===== config.mk =====
export PLATFORM = sky130hd
export DESIGN_NAME = sb_rr_arbiter
export DESIGN_NICKNAME = d
export VERILOG_FILES = /design/src/rtl/sb_arb_pkg.sv /design/src/rtl/sb_out_reg.sv /design/src/rtl/sb_rr_arbiter.sv
export SDC_FILE = /design/constraint.sdc
export NUM_CORES = 1
export LEC_CHECK = 0
export ABC_AREA = 0
export CELL_PAD_IN_SITES_DETAIL_PLACEMENT = 1
export CELL_PAD_IN_SITES_GLOBAL_PLACEMENT = 2
export CORE_AREA = 2 2 510 512
export DETAILED_ROUTE_END_ITERATION = 10
export DIE_AREA = 0 0 512 514
export PLACE_DENSITY = 0.43
export SYNTH_ARGS = -nofsm -noshare
export SYNTH_HDL_FRONTEND = slang
export SYNTH_SLANG_ARGS = --single-unit

===== constraint.sdc =====
create_clock -name clk -period 11.4 [get_ports clk]
set_input_delay 1.14 -clock clk [delete_from_list [all_inputs] [get_ports clk]]
set_output_delay 1.14 -clock clk [all_outputs]
set_load 0.01 [all_outputs]

===== src/rtl/sb_arb_pkg.sv =====
// Package for the switchboard round-robin packet arbiter.
//   arb_state_t : arbiter FSM states (IDLE = free to arbitrate, LOCK = mid-packet)
//   rr_pick_t   : result of a round-robin search (found flag + winning index)
//   rr_pick()   : round-robin search over up to ARB_MAX_N requesters
package sb_arb_pkg;

    localparam int ARB_MAX_N    = 16;
    localparam int ARB_MAX_IDXW = 4;

    typedef enum logic {
        ARB_IDLE = 1'b0,
        ARB_LOCK = 1'b1
    } arb_state_t;

    typedef struct packed {
        logic                    found;
        logic [ARB_MAX_IDXW-1:0] idx;
    } rr_pick_t;

    // First requester at or after ptr, wrapping modulo n. The loop runs from
    // the largest offset down so the smallest offset from ptr is written last
    // and therefore wins.
    function automatic rr_pick_t rr_pick(input logic [ARB_MAX_N-1:0]    req,
                                         input logic [ARB_MAX_IDXW-1:0] ptr,
                                         input int                      n);
        rr_pick_t r;
        int       k;
        r = '0;
        for (int i = ARB_MAX_N - 1; i >= 0; i--) begin
            if (i < n) begin
                k = int'(ptr) + i;
                if (k >= n) k = k - n;
                if (req[k]) begin
                    r.found = 1'b1;
                    r.idx   = ARB_MAX_IDXW'(k);
                end
            end
        end
        return r;
    endfunction

endpackage


===== src/rtl/sb_out_reg.sv =====
// Single-stage valid/ready pipeline register, reusable on any SB path.
// Ports:
//   clk, rst  : clock, asynchronous active-high reset
//   i_valid   : upstream beat present (caller only asserts it when o_load=1)
//   i_data    : upstream payload (W bits)
//   o_load    : stage can accept a beat this cycle (empty or being drained)
//   o_valid   : registered valid
//   o_data    : registered payload
//   i_ready   : downstream accept
module sb_out_reg #(
    parameter int W = 257
) (
    input  logic         clk,
    input  logic         rst,
    input  logic         i_valid,
    input  logic [W-1:0] i_data,
    output logic         o_load,
    output logic         o_valid,
    output logic [W-1:0] o_data,
    input  logic         i_ready
);

    logic         r_valid;
    logic [W-1:0] r_data;

    assign o_load  = ~r_valid | i_ready;
    assign o_valid = r_valid;
    assign o_data  = r_data;

    // When loading with no incoming beat the valid simply drops; data is
    // left alone so it only changes on a real capture.
    always_ff @(posedge clk or posedge rst) begin
        if (rst) begin
            r_valid <= 1'b0;
            r_data  <= '0;
        end else if (o_load) begin
            r_valid <= i_valid;
            if (i_valid) r_data <= i_data;
        end
    end

endmodule


===== src/rtl/sb_rr_arbiter.sv =====
// N-to-1 switchboard packet arbiter: round-robin selection with packet lock,
// registered output (one pipeline stage).
// Ports:
//   clk, reset          : clock, asynchronous active-high reset
//   in_data/last/valid  : N input streams, port i data at [i*DW +: DW]
//   in_ready            : per-port accept, combinational from state and load
//   out_data/last/valid : registered output stream
//   out_ready           : downstream accept
//   grant_idx           : port holding (or last holding) a multi-beat grant
// Optional feature, macro SB_RR_ARBITER_PKT_CNT_EN:
//   cnt_clr             : synchronous clear of all packet counters
//   pkt_cnt             : N x 32-bit end-of-packet counters, port i at [i*32 +: 32]
module sb_rr_arbiter
    import sb_arb_pkg::*;
#(
    parameter  int N    = 4,
    parameter  int DW   = 256,
    localparam int IDXW = $clog2(N)
) (
    input  logic            clk,
    input  logic            reset,
    input  logic [N*DW-1:0] in_data,
    input  logic [N-1:0]    in_last,
    input  logic [N-1:0]    in_valid,
    output logic [N-1:0]    in_ready,
    output logic [DW-1:0]   out_data,
    output logic            out_last,
    output logic            out_valid,
    input  logic            out_ready,
    output logic [IDXW-1:0] grant_idx
`ifdef SB_RR_ARBITER_PKT_CNT_EN
    ,
    input  logic            cnt_clr,
    output logic [N*32-1:0] pkt_cnt
`endif
);

    arb_state_t      r_state, w_state_nxt;
    logic [IDXW-1:0] r_rr_ptr;
    logic [IDXW-1:0] r_grant;

    rr_pick_t        w_pick;
    logic [IDXW-1:0] w_pick_idx;
    logic [IDXW-1:0] w_sel;
    logic [IDXW-1:0] w_sel_inc;
    logic            w_load;
    logic [N-1:0]    w_ready;
    logic [N-1:0]    w_take;
    logic            w_xfer;
    logic            w_xfer_last;
    logic [DW-1:0]   w_mux_data;
    logic            w_mux_last;
    logic [DW:0]     w_out;

    assign w_pick = rr_pick(ARB_MAX_N'(in_valid), ARB_MAX_IDXW'(r_rr_ptr), N);

    // Narrow the package-width index by matching against each legal port
    // number, so the result can never name a port >= N.
    always_comb begin
        w_pick_idx = '0;
        for (int i = 0; i < N; i++)
            if (w_pick.idx == ARB_MAX_IDXW'(i)) w_pick_idx = IDXW'(i);
    end

    assign w_sel     = (r_state == ARB_LOCK) ? r_grant : w_pick_idx;
    assign w_sel_inc = (w_sel == IDXW'(N - 1)) ? '0 : w_sel + 1'b1;

    // FSM: state register
    always_ff @(posedge clk or posedge reset) begin
        if (reset) r_state <= ARB_IDLE;
        else       r_state <= w_state_nxt;
    end

    // FSM: next state
    always_comb begin
        w_state_nxt = r_state;
        case (r_state)
            ARB_IDLE: if (w_xfer && !w_xfer_last) w_state_nxt = ARB_LOCK;
            ARB_LOCK: if (w_xfer_last)            w_state_nxt = ARB_IDLE;
            default:                              w_state_nxt = ARB_IDLE;
        endcase
    end

    // FSM: outputs. In LOCK the granted port sees ready even while it has
    // dropped valid, so the grant simply waits for it.
    always_comb begin
        w_ready = '0;
        if (!reset && w_load) begin
            if (r_state == ARB_LOCK)  w_ready[r_grant]    = 1'b1;
            else if (w_pick.found)    w_ready[w_pick_idx] = 1'b1;
        end
    end

    assign in_ready    = w_ready;
    assign w_take      = w_ready & in_valid;
    assign w_xfer      = |w_take;
    assign w_xfer_last = |(w_take & in_last);

    // One-hot AND-OR data mux keyed by the accepted beat.
    always_comb begin
        w_mux_data = '0;
        w_mux_last = 1'b0;
        for (int i = 0; i < N; i++) begin
            w_mux_data = w_mux_data | (in_data[i*DW +: DW] & {DW{w_take[i]}});
            w_mux_last = w_mux_last | (in_last[i] & w_take[i]);
        end
    end

    always_ff @(posedge clk or posedge reset) begin
        if (reset) begin
            r_rr_ptr <= '0;
            r_grant  <= '0;
        end else begin
            if (w_xfer_last) r_rr_ptr <= w_sel_inc;
            if (r_state == ARB_IDLE && w_xfer && !w_xfer_last) r_grant <= w_sel;
        end
    end

    assign grant_idx = r_grant;

    sb_out_reg #(.W(DW + 1)) u_out_reg (
        .clk     (clk),
        .rst     (reset),
        .i_valid (w_xfer),
        .i_data  ({w_mux_last, w_mux_data}),
        .o_load  (w_load),
        .o_valid (out_valid),
        .o_data  (w_out),
        .i_ready (out_ready)
    );

    assign out_last = w_out[DW];
    assign out_data = w_out[DW-1:0];

`ifdef SB_RR_ARBITER_PKT_CNT_EN
    logic [N-1:0][31:0] r_pkt_cnt;

    // Clear has priority over a same-cycle end-of-packet increment.
    always_ff @(posedge clk or posedge reset) begin
        if (reset) begin
            r_pkt_cnt <= '0;
        end else begin
            for (int i = 0; i < N; i++) begin
                if (cnt_clr)                      r_pkt_cnt[i] <= '0;
                else if (w_take[i] && in_last[i]) r_pkt_cnt[i] <= r_pkt_cnt[i] + 32'd1;
            end
        end
    end

    assign pkt_cnt = r_pkt_cnt;
`endif

endmodule


==> impl_results.md <==
* Latest clock arrival within the worst-skew pair at ~0.66 ns
* Clock transition at path regs at around 0.060 ns
* PortBufs at between 1000 and 1500
* Worst hold path class: register to register
* Crit share post-route at 0.502
* Post-synthesis cell type count at 43
* Average wire per standard cell at about 30 um
* Post-route ant nets at 0
* Yosys reg bits at 263
* Most common cell after layout, fill and taps aside: clkdlybuf4s50_1
* Commonest non-fill, non-tap cells in the layout: clkdlybuf4s50_1, nor2_1, nand2_1
* Worst EP arrival at 4.58 ns
* TritonRoute pass-1 iters at 10
* Synth area leader: dfrtp_1
* Relative slew slack at 0.208
* Cts bufs inserted at 45
* Primary FF master, synth: dfrtp_1
* CP peak stage delay at between 0.9 and 1 ns
* Post-synth EDFFs at 0
* Final WL at roughly 190000 um
* Seq/Total Area, Yosys at 0.467
* I/O pin cnt at between 1000 and 1500
* Synth top area cells: dfrtp_1, a222oi_1, a31oi_1
* Worst slew pin tran at roughly 1.2 ns
* FF-to-FF Start: r_rr_ptr[0]
* Hold path depth at 1
* Clock Sinks at ~260
* Syn Area/Cell at about 9.1 um^2
* Worst R2R Path Depth at 10
* # rows at 187
* Hold buffers post-CTS at 0
* CTS tree: built
* Initial core utilization at 0.0546
* Die area at 263000 um^2
* First-pass GRT wire length at 238000 um
* Outcome: finished clean
* Final min period at around 5.7 ns
* CP delay by family, top: buffers and inverters
* Hold EP: u_out_reg.o_data[256]
* Share of the synthesized area in the top cell type at 0.467
* Gpl congestion at roughly 0.84
* Area Growth Syn to Fin at 131%
* Via Count at ~20000
* Worst Clk Skew at roughly 0.035 ns
* Pleak at ~11 nW
* Cts repair resizes at 0
* Share of layout cells above drive strength 1 at 0.0458
* RSZ-0062 raised after global routing: no
* Fin nets at 3798
* DRC at 0
* Fin. max-slew vios at 0
* Post-synth net total at approximately 2600
* Worst Path Class, Setup: register to output pin
* Buf+Inv Stages, Crit Path at 2
* Netlist Area Pre-Place at roughly 14000 um^2
* Core area at approximately 260000 um^2
* Max VDD drop at 0.189 mV
* Root Driver: clkbuf_16
* Pwr/cell area at 251 nW/um^2
* Cells after synthesis at 1551
* Most frequent CP cell: a22o_1
* H-tree levels at 2
* CP startpoint kind: register
* CTS Buffer Depth at 3
* Initial antenna violation count at around 170
* Hold_sp: u_out_reg.o_data[256]
* GR Overflow Total at 0
* Yosys warns at 0
* Die H at approximately 500 um
* Crit-path cells: inv_1 -> ha_1 -> nor3_1 -> o31ai_1 -> a22o_1 -> nor2_1 -> a22o_1 -> clkdlybuf4s50_1
* DR iter-0 viols at approximately 2000
* Asr flop ratio synth at 1.00
* Layout Utilization at 0.126
* Crit path max-delay cell type: clkdlybuf4s50_1
* Endpoints failing setup at 0
* Critical R2R Capture: u_out_reg.o_data[83]
* Crit path required time at approximately 10 ns
* Max-cap check violation count at 0
* Vias per std cell at 3.25
* Fmax at roughly 170 MHz
* R2R Setup Slk at between 5 and 6 ns
* Global-route usage over all layers at 0.138
* Fin. Hold Viols at 0
* Die width at 512 um
* Via count of the first global-routing pass at 21175
* Pin count of the biggest net entering global routing at roughly 160
* DP Wirelength at approximately 160000 um
* Crit-path max FO at 14
* Setup TNS at 0 ns
* Crit. End Element: output pin
* Setup Buffers After CTS at 0
==> where the power goes <==
group / switching, mW / internal, mW / total (mW)
Sequential: 0.400 / 1.47 / 1.87
Clock: 0.644 / 0.841 / 1.49
Combinational: 2.84 / 1.97 / 4.81
Total: 3.88 / 4.28 / 8.16
==> sequential cells by signal, indices dropped and copies added, names as in the netlist <==
name,cells
r_state,1
grant_idx,2
r_rr_ptr,2
u_out_reg.o_data,257
u_out_reg.o_valid,1
==> cells by family after synthesis <==
kind of cell	synth area share
AOI/OAI and AO/OA	0.311
xor gates and xnor gates	0.00124
DFF	0.467
and+or+nand+nor	0.153
buffers and inverters	0.0535
muxes	0.00994
adders and majority gates	0.00444
==> routing by layer <==
| metal | routed length (um) | track usage | share of wire | vias up |
|---|---|---|---|---|
| met5 | 760 | 0 | 0.0040 | - |
| met4 | 4880 | 0.0350 | 0.026 | 114 |
| met3 | 27200 | 0.0917 | 0.14 | 331 |
| met2 | 87200 | 0.227 | 0.46 | 1249 |
| met1 | 70100 | 0.145 | 0.37 | 9895 |
| li1 | - | - | - | 8636 |
==> Yosys cell counts, types with 3 or more instances <==
cell / number
nand3b_1: 3
ha_1: 5
clkbuf_1: 112
nor2_1: 266
a222oi_1: 256
nand2_1: 265
nor3_1: 3
inv_1: 4
buf_2: 57
nor2b_1: 3
a31oi_1: 258
buf_1: 3
o21ai_0: 3
dfrtp_1: 263
nand4_1: 3
mux2_2: 4
mux2i_1: 5
==> per-stage QoR <==
step	std cells	cell area, um^2	hold slack, ns	setup slack (ns)	total power, mW
after global routing	6207	32500	0.554	5.35	8.83
after CTS	6194	32500	0.551	5.58	8.49
after global placement	6113	31000	0.523	5.04	6.85
final	6229	32500	0.536	5.68	8.16
after detailed placement	6113	31000	0.534	5.04	6.89
after floorplan	1551	14100	0.518	1.75	3.85
==> cell type report <==
type                       instances  area [um^2]
antenna                           35         87.6
clock buffer                      57         1280
clock inverter                    24          218
fill                           30195       226000
inverter                           4         22.5
multi-input combinational       1110         6780
sequential                       263         6580
tap                             3402         4260
timing repair buffer            1334        13300
==> worst max-delay path by stage <==
stage,endpoint,cells after the start,slack (ns),from
global route,in_ready[1],9,5.35,r_rr_ptr[0]
global placement,u_out_reg.o_data[146],10,5.04,reset
finish,in_ready[2],8,5.68,r_rr_ptr[0]
detailed placement,u_out_reg.o_data[146],10,5.04,reset
CTS,in_ready[2],8,5.58,r_rr_ptr[0]
floorplan,in_ready[2],6,1.75,reset
Power figures use the tool's default switching activity.
